<file path="config.mk">
export PLATFORM = sky130hd
export DESIGN_NAME = rr_lock_arb
export DESIGN_NICKNAME = d
export VERILOG_FILES = /design/src/rtl/rr_lock_arb_pkg.sv /design/src/rtl/rr_prio_enc.sv /design/src/rtl/rr_lock_arb.sv
export SDC_FILE = /design/constraint.sdc
export NUM_CORES = 1
export LEC_CHECK = 0
export BUFFER_PORTS_ARGS = -buffer_cell sky130_fd_sc_hd__buf_2
export CORE_MARGIN = 5
export CORE_UTILIZATION = 30
export CTS_BUF_LIST = sky130_fd_sc_hd__clkbuf_4 sky130_fd_sc_hd__clkbuf_8 sky130_fd_sc_hd__clkbuf_16
export DETAILED_ROUTE_END_ITERATION = 8
export PLACE_DENSITY = 0.44
export SLEW_MARGIN = 20
export SYNTH_ARGS = -nofsm -noshare
export SYNTH_HDL_FRONTEND = slang
export SYNTH_HIERARCHICAL = 1
export SYNTH_SLANG_ARGS = --single-unit
</file>
<file path="constraint.sdc">
create_clock -name clk -period 6.3 [get_ports clk]
set_input_delay 0.945 -clock clk [delete_from_list [all_inputs] [get_ports clk]]
set_output_delay 0.945 -clock clk [all_outputs]
set_load 0.05 [all_outputs]
</file>
<file path="src/rtl/rr_lock_arb_pkg.sv">
// rr_lock_arb_pkg: shared port count, grant-index width and arbiter state encodings
package rr_lock_arb_pkg;
   localparam int RR_PORT = 5;
   localparam int RR_NPORT = RR_PORT + 1;
   localparam int RR_IDW = $clog2(RR_NPORT);
   typedef enum logic {ST_IDLE = 1'b0, ST_LOCK = 1'b1} state_e;
endpackage

</file>
<file path="src/rtl/rr_prio_enc.sv">
// rr_prio_enc: rotating priority encoder, first set bit of req scanning from ptr upward with wrap
module rr_prio_enc import rr_lock_arb_pkg::*; #(
   parameter int NPORT = RR_NPORT,
   parameter int IDW = RR_IDW
) (
   input  logic [NPORT-1:0] req,
   input  logic [IDW-1:0]   ptr,
   output logic [NPORT-1:0] gnt,
   output logic [IDW-1:0]   idx
);
   always_comb begin
      gnt = '0;
      idx = '0;
      // Scan farthest-first so the hit nearest to ptr is written last and wins
      for (int k = NPORT - 1; k >= 0; k--) begin
         int j;
         j = int'(ptr) + k;
         j = (j >= NPORT) ? j - NPORT : j;
         if (req[j]) begin
            gnt = '0;
            gnt[j] = 1'b1;
            idx = IDW'(j);
         end
      end
   end
endmodule

</file>
<file path="src/rtl/rr_lock_arb.sv">
// rr_lock_arb: round-robin output-port arbiter that locks the grant until the owner's last flit.
// Optional hold timeout forcing release is enabled by RR_LOCK_ARB_HOLD_TIMEOUT_EN.
module rr_lock_arb import rr_lock_arb_pkg::*; #(
   parameter int NPORT = RR_NPORT,
   parameter int IDW = RR_IDW,
   parameter int MAX_HOLD = 64
) (
   input  logic             clk,
   input  logic             rst,
   input  logic [NPORT-1:0] req,
   input  logic [NPORT-1:0] eop,
   input  logic             fire,
   output logic [NPORT-1:0] grt,
   output logic             grt_vld,
   output logic [IDW-1:0]   grt_id,
   output logic             timeout
);
   state_e           state_q;
   logic [NPORT-1:0] grt_q, win;
   logic [IDW-1:0]   id_q, ptr_q, nxt_ptr, arb_ptr, win_id;
   logic             vld_q, to_q, rel_eop, expire, rel, grant_new;

   assign nxt_ptr = (id_q == IDW'(NPORT - 1)) ? '0 : id_q + 1'b1;
   assign rel_eop = (state_q == ST_LOCK) && fire && eop[id_q];
   assign rel = rel_eop || expire;
   // On a release cycle the next owner is chosen from the advanced pointer for zero bubble
   assign arb_ptr = (state_q == ST_LOCK) ? nxt_ptr : ptr_q;
   assign grant_new = ((state_q == ST_IDLE) || rel) && (|req);

   rr_prio_enc #(.NPORT(NPORT), .IDW(IDW)) u_enc (
      .req(req),
      .ptr(arb_ptr),
      .gnt(win),
      .idx(win_id)
   );

`ifdef RR_LOCK_ARB_HOLD_TIMEOUT_EN
   localparam int CW = $clog2(MAX_HOLD) + 1;
   logic [CW-1:0] hold_q;
   assign expire = (state_q == ST_LOCK) && !fire && (hold_q == CW'(MAX_HOLD - 1));
   always_ff @(posedge clk or posedge rst)
      if (rst) hold_q <= '0;
      else hold_q <= (grant_new || fire) ? '0 : (state_q == ST_LOCK) ? hold_q + 1'b1 : hold_q;
`else
   assign expire = 1'b0;
`endif

   always_ff @(posedge clk or posedge rst)
      if (rst) begin
         state_q <= ST_IDLE;
         grt_q <= '0;
         id_q <= '0;
         vld_q <= 1'b0;
         ptr_q <= '0;
         to_q <= 1'b0;
      end else begin
         to_q <= expire;
         if ((state_q == ST_IDLE) || rel) begin
            if (rel) ptr_q <= nxt_ptr;
            state_q <= (|req) ? ST_LOCK : ST_IDLE;
            grt_q <= win;
            id_q <= win_id;
            vld_q <= |req;
         end
      end

   assign grt = grt_q;
   assign grt_vld = vld_q;
   assign grt_id = id_q;
   assign timeout = to_q;
endmodule

</file>
==> run_results.csv, run 1 <==
group,metric,value,unit
clock_network,cts_tree,"yes",
placed_design,placed_area,2690,um^2
outcome,status,"completed",
die,coreArea,8220,um^2
global_routing,grt_pass1_vias,2263,
synth,netlist.area_leader.share,0.128,
sta,hold_ws,0.502,ns
synth,synth_area_leaders,"dfrtp_1, ha_1, mux2_2",
global_routing,grt.total_usage,0.147,
placed_design,post-dp-hpwl,5890,um
placed_design,routabilityCongestion,0.870,
worst_setup_path,rrSetupSlack,1.54,ns
global_routing,grt_max_degree,41,
synth,ys_seq_area_frac,0.128,
detailed_routing,drt-initial-drc-count,177,
global_routing,grt_overflow,0,
placed_design,pre_cts_slack,1.57,ns
sta,fin_ws,1.54,ns
sta,max_freq,0.210,GHz
placed_design,io_buffers,24,
worst_setup_path,crit_arrival,4.89,ns
global_routing,met1_usage,0.219,
sta,worstMarginPinSlew,0.791,ns
clock_network,clock_tree.buffer_depth,2,
final_layout,drive_gt1_frac,0.231,
worst_setup_path,critPathRequiredTime,6.43,ns
worst_setup_path,path_buf_inv,5,
clock_network,ctsResizeCount,0,
detailed_routing,vias_per_cell,5.63,
clock_network,numCtsBuffers,3,
detailed_routing,drtAntennaViolNets,0,
detailed_routing,vias,2423,
detailed_routing,drt_first_pass_iters,5,
worst_setup_path,path_delay_family,"compound AO/OA/AOI/OAI gates",
sta,rsz0062_at_grt,"no",
synth,synth_flop_cell,"dfrtp_1",
synth,synth_edf_count,0,
synth,netlist_area,2530,um^2
final_layout,nNetsFinal,358,
clock_network,clockRootBuffer,"clkbuf_8",
synth,synth_cell_type_count,80,
die,start_util,0.308,
synth,synth_warnings,6,
sta,post-route-period-util,0.756,
hold_path,hold_class,"flip-flop to flip-flop",
global_routing,top_usage_layer,"met2",
sta,drv_slew,0,
die,num_rows,33,
die,die_w,102,um
sta,hold_viol,0,
global_routing,grtUsageMet2,0.230,
detailed_routing,routedWlPerCell,17.4,um
worst_setup_path,critPathKind,"flip-flop to flip-flop",
worst_setup_path,endpoint_kind,"flip-flop",
synth,ys_ff_latch,13,
sta,tns,0,ns
worst_setup_path,critical_path.max_stage_delay,0.59,ns
sta,period_minus_slack,4.76,ns
synth,syn_area_per_cell,8.15,um^2
global_routing,grt_pass1_wl,12200,um
clock_network,ctsHoldBuffers,0,
clock_network,clk_latency,0.24,ns
final_layout,area_growth,8.10,%
synth,yosysTopAreaCell,"dfrtp_1",
clock_network,postCtsSetupBuffers,0,
worst_setup_path,critical_path.slowest_cell,"ha_1",
worst_setup_path,crit_chain,"nor2b_1, mux2i_1, a21oi_1, buf_4, inv_2, ha_1, inv_1, ha_1, inv_1, ha_1, inv_1, a31oi_4, o21a_1, o2111a_1, mux2i_1, o211ai_1, o221ai_1, and2_1, a221o_1",
final_layout,n_fill_cell,859,
die,dieArea,10400,um^2
clock_network,clk_pin_slew,0.06,ns
final_layout,antenna-diode-count,0,
global_routing,groute.layer.met3.usage,0.0205,
sta,skew,0.00323,ns
job,drv_cap,0,
global_routing,antenna_found_initial,0,
die,dieHeight,102,um
worst_setup_path,start_kind,"flip-flop",
worst_setup_path,critPathMaxFanout,14,
die,io_pins,26,
detailed_routing,drc,0,
synth,syn_nets,343,
clock_network,h-tree-depth,1,
detailed_routing,drt-total-wl,7500,um
sta,slew_headroom,0.473,
synth,async_reset_ff_frac,1.00,
sta,finalSetupViolations,0,
final_layout,final_area,2740,um^2
clock_network,clock-sinks,13,
synth,syn_inst,311,
## placed cells by master, fill, tap and decap left out, drive strengths merged, types with 13 or more instances in the layout
cell type and n:
dfrtp 13, nor2 21, inv 22, ha 17, nand2 27, o21ai 21
a21oi 16, buf 28, mux2 17
## registers in the layout (all words and copies together), names as in the netlist
signal and flops:
grt 6, ptr_q 3, grt_vld 1, grt_id 3
## path summary, 6_finish.rpt
path,startpoint,endpoint,cells past startpoint
worst max-delay path,grt_id[0],grt_id[1],19
worst min-delay path,grt[0],grt[0],1
worst max register to register,grt_id[0],grt_id[1],19
worst min register to register,grt[0],grt[0],1
max in group asynchronous,rst,grt[2],2
min in group asynchronous,rst,grt_id[0],2
## per-stage QoR
step | cells | utilization
finish | 430 | 0.333
global route | 430 | 0.333
CTS | 430 | 0.333
detailed placement | 426 | 0.327
global placement | 426 | 0.327
floorplan | 311 | -
## logic make-up after synthesis
| logic type | synth area share |
|---|---|
| compound gates | 0.317 |
| flops | 0.128 |
| simple gates | 0.212 |
| xor+xnor | 0.0425 |
| buf+inv | 0.0844 |
| other cells | 0.00148 |
| mux | 0.131 |
| fa+ha+maj | 0.0839 |
## routing by layer
layer  part of all wire  vias to the layer above
li1                   -                     1191
met1               0.49                     1169
met2               0.47                       56
met3              0.032                        7
met4             0.0076                        0
met5                  0                        -
## cells in the mapped netlist (7+ instances only)
| cell type | instances |
|---|---|
| a21oi_1 | 13 |
| nand3_1 | 11 |
| nor2_1 | 21 |
| o31ai_1 | 7 |
| inv_1 | 19 |
| mux2_2 | 14 |
| nand2_1 | 27 |
| o21ai_1 | 8 |
| nor3_1 | 7 |
| nor2b_1 | 8 |
| ha_1 | 17 |
| mux2i_1 | 10 |
| dfrtp_1 | 13 |
| o21ai_0 | 11 |
## area by class of cell
| class | instances | area [um^2] | area share |
|---|---|---|---|
| flip-flops and latches | 13 | 325 | 0.119 |
| multi-input cells | 258 | 2000 | 0.730 |
| inverters | 22 | 85.1 | 0.0311 |
| well taps | 105 | 131 | 0.0480 |
| clock buffers | 4 | 48.8 | 0.0178 |
| repair buffers | 28 | 150 | 0.0548 |
Power of run 1 is not shown: default switching activity piles up to over one toggle a cycle in this logic, so the estimate is an artifact.
==> run 2, diff against run 1 <==
==> constraint.sdc (replaced) <==
create_clock -name clk -period 4.8 [get_ports clk]
set_input_delay 0.72 -clock clk [delete_from_list [all_inputs] [get_ports clk]]
set_output_delay 0.72 -clock clk [all_outputs]
set_load 0.05 [all_outputs]
==> run 2 against run 1 <==
- final area rose by 1.1%
- setup slack got worse by 1.2 ns
- die area unchanged
- critical path type unchanged
- critical endpoint unchanged
- largest cell class unchanged
==> run_results.csv, run 2 (synthesized netlist as in run 1, its figures left out) <==
group,metric,value,unit
global_routing,grt_pass1_vias,2267,
worst_setup_path,rrSetupSlack,0.33,ns
global_routing,grt_max_degree,25,
detailed_routing,drtAntennaViolNets,0,
outcome,status,"completed",
final_layout,largest_reg_flops,6,
detailed_routing,routed.top_layer,"met4",
sta,tns,0,ns
sta,period_minus_slack,4.47,ns
final_layout,drive_gt1_frac,0.240,
clock_network,ctsHoldBuffers,0,
global_routing,grt_overflow,0,
worst_setup_path,critPathMaxFanout,20,
detailed_routing,drt-total-wl,7450,um
clock_network,clock_tree.buffer_depth,2,
detailed_routing,vias,2414,
die,io_pins,26,
final_layout,regArea,325,um^2
hold_path,hold_class,"input pin to async pin",
sta,skew,0.00814,ns
detailed_routing,wl_met1,3550,um
worst_setup_path,reg2reg_from,"grt_id[0]",
clock_network,clockRootBuffer,"clkbuf_8",
clock_network,clk_latency,0.25,ns
sta,slew_headroom,0.486,
detailed_routing,drc,0,
clock_network,postCtsSetupBuffers,0,
final_layout,area_growth,9.28,%
clock_network,h-tree-depth,1,
worst_setup_path,crit_arrival,4.60,ns
final_layout,n_fill_cell,857,
global_routing,grt_pass1_wl,12200,um
die,start_util,0.308,
detailed_routing,drt_first_pass_iters,4,
clock_network,clock-sinks,13,
clock_network,numCtsBuffers,3,
clock_network,cts_tree,"yes",
worst_setup_path,rr_endpoint,"grt_id[1]",
final_layout,final_common_cell,"nand2_1",
die,die_w,102,um
global_routing,antenna_found_initial,0,
die,num_rows,33,
sta,worstMarginPinSlew,0.772,ns
sta,finalSetupViolations,0,
sta,hold_viol,0,
die,coreArea,8220,um^2
global_routing,grt.total_usage,0.147,
final_layout,antenna-diode-count,0,
detailed_routing,met3WireLength,245,um
placed_design,routabilityCongestion,0.906,
worst_setup_path,worst-r2r-cell-count,18,
placed_design,io_buffers,24,
worst_setup_path,critPathRequiredTime,4.93,ns
placed_design,post-dp-hpwl,6010,um
die,dieHeight,102,um
die,dieArea,10400,um^2
final_layout,nNetsFinal,362,
sta,max_freq,0.224,GHz
job,drv_cap,0,
clock_network,ctsResizeCount,0,
sta,rsz0062_at_grt,"no",
detailed_routing,drt-initial-drc-count,179,
detailed_routing,routedWlPerCell,17.2,um
worst_setup_path,start_kind,"flip-flop",
worst_setup_path,critPathKind,"flip-flop to flip-flop",
sta,post-route-period-util,0.931,
detailed_routing,vias_per_cell,5.56,
worst_setup_path,endpoint_kind,"flip-flop",
detailed_routing,wl_met2,3500,um
clock_network,clk_pin_slew,0.06,ns
final_layout,final_cell_mix,"nand2_1, buf_2, nor2_1",
final_layout,multi_input_area,2000,um^2
sta,drv_slew,0,
-- run 2: changes by cell type in the layout (fill, tap and decap cells not counted) --
cell,change
buf_4,+4
-- run 2: metal layers --
layer | vias to the layer above | GRT usage
li1 | 1209 | -
met5 | - | 0
met3 | 12 | 0.0177
met4 | 0 | 0.0373
met2 | 54 | 0.231
met1 | 1139 | 0.214
-- run 2: final cells by class --
cell class,instances,share of cell area
sequential,13,0.117
tap,105,0.0474
inverter,22,0.0307
timing repair buffer,32,0.0651
multi-input combinational,258,0.722
clock buffer,4,0.0176
-- run 2: worst max path at each step --
stage | start | endpoint | slack, ns | depth (start not counted)
after floorplan | grt_vld | grt_id[1] | 0.002 | 21
after global placement | grt_id[0] | grt[2] | 0.40 | 16
after detailed placement | grt_id[0] | grt_id[1] | 0.34 | 18
after CTS | grt_id[0] | grt_id[1] | 0.30 | 18
after global routing | grt_id[0] | grt_id[1] | 0.006 | 18
final | grt_id[0] | grt_id[1] | 0.33 | 18
-- run 2: critical path, cell delays in order, from the launching register on --
cell and delay, ns:
dfrtp_1 0.49, nor2b_1 0.29, mux2i_1 0.14, a21oi_1 0.30, inv_2 0.17, ha_1 0.32
buf_4 0.21, ha_1 0.22, inv_1 0.06, ha_1 0.28, inv_1 0.12, a31o_1 0.24
xnor2_1 0.16, o2bb2a_4 0.28, and2b_1 0.31, o211ai_1 0.15, o221ai_1 0.17, and2_1 0.19
a221o_1 0.25
-- run 2: through the flow --
step | util | std cells | hold WS [ns] | cell area [um^2] | worst slack [ns]
global route | 0.337 | 434 | 0.524 | 2770 | 0.00593
global placement | 0.331 | 430 | 0.487 | 2720 | 0.404
CTS | 0.337 | 434 | 0.507 | 2770 | 0.304
detailed placement | 0.331 | 430 | 0.494 | 2720 | 0.339
finish | 0.337 | 434 | 0.494 | 2770 | 0.329
floorplan | - | 311 | 0.473 | 2530 | 0.00151
Power of run 2 is left out for the same reason.
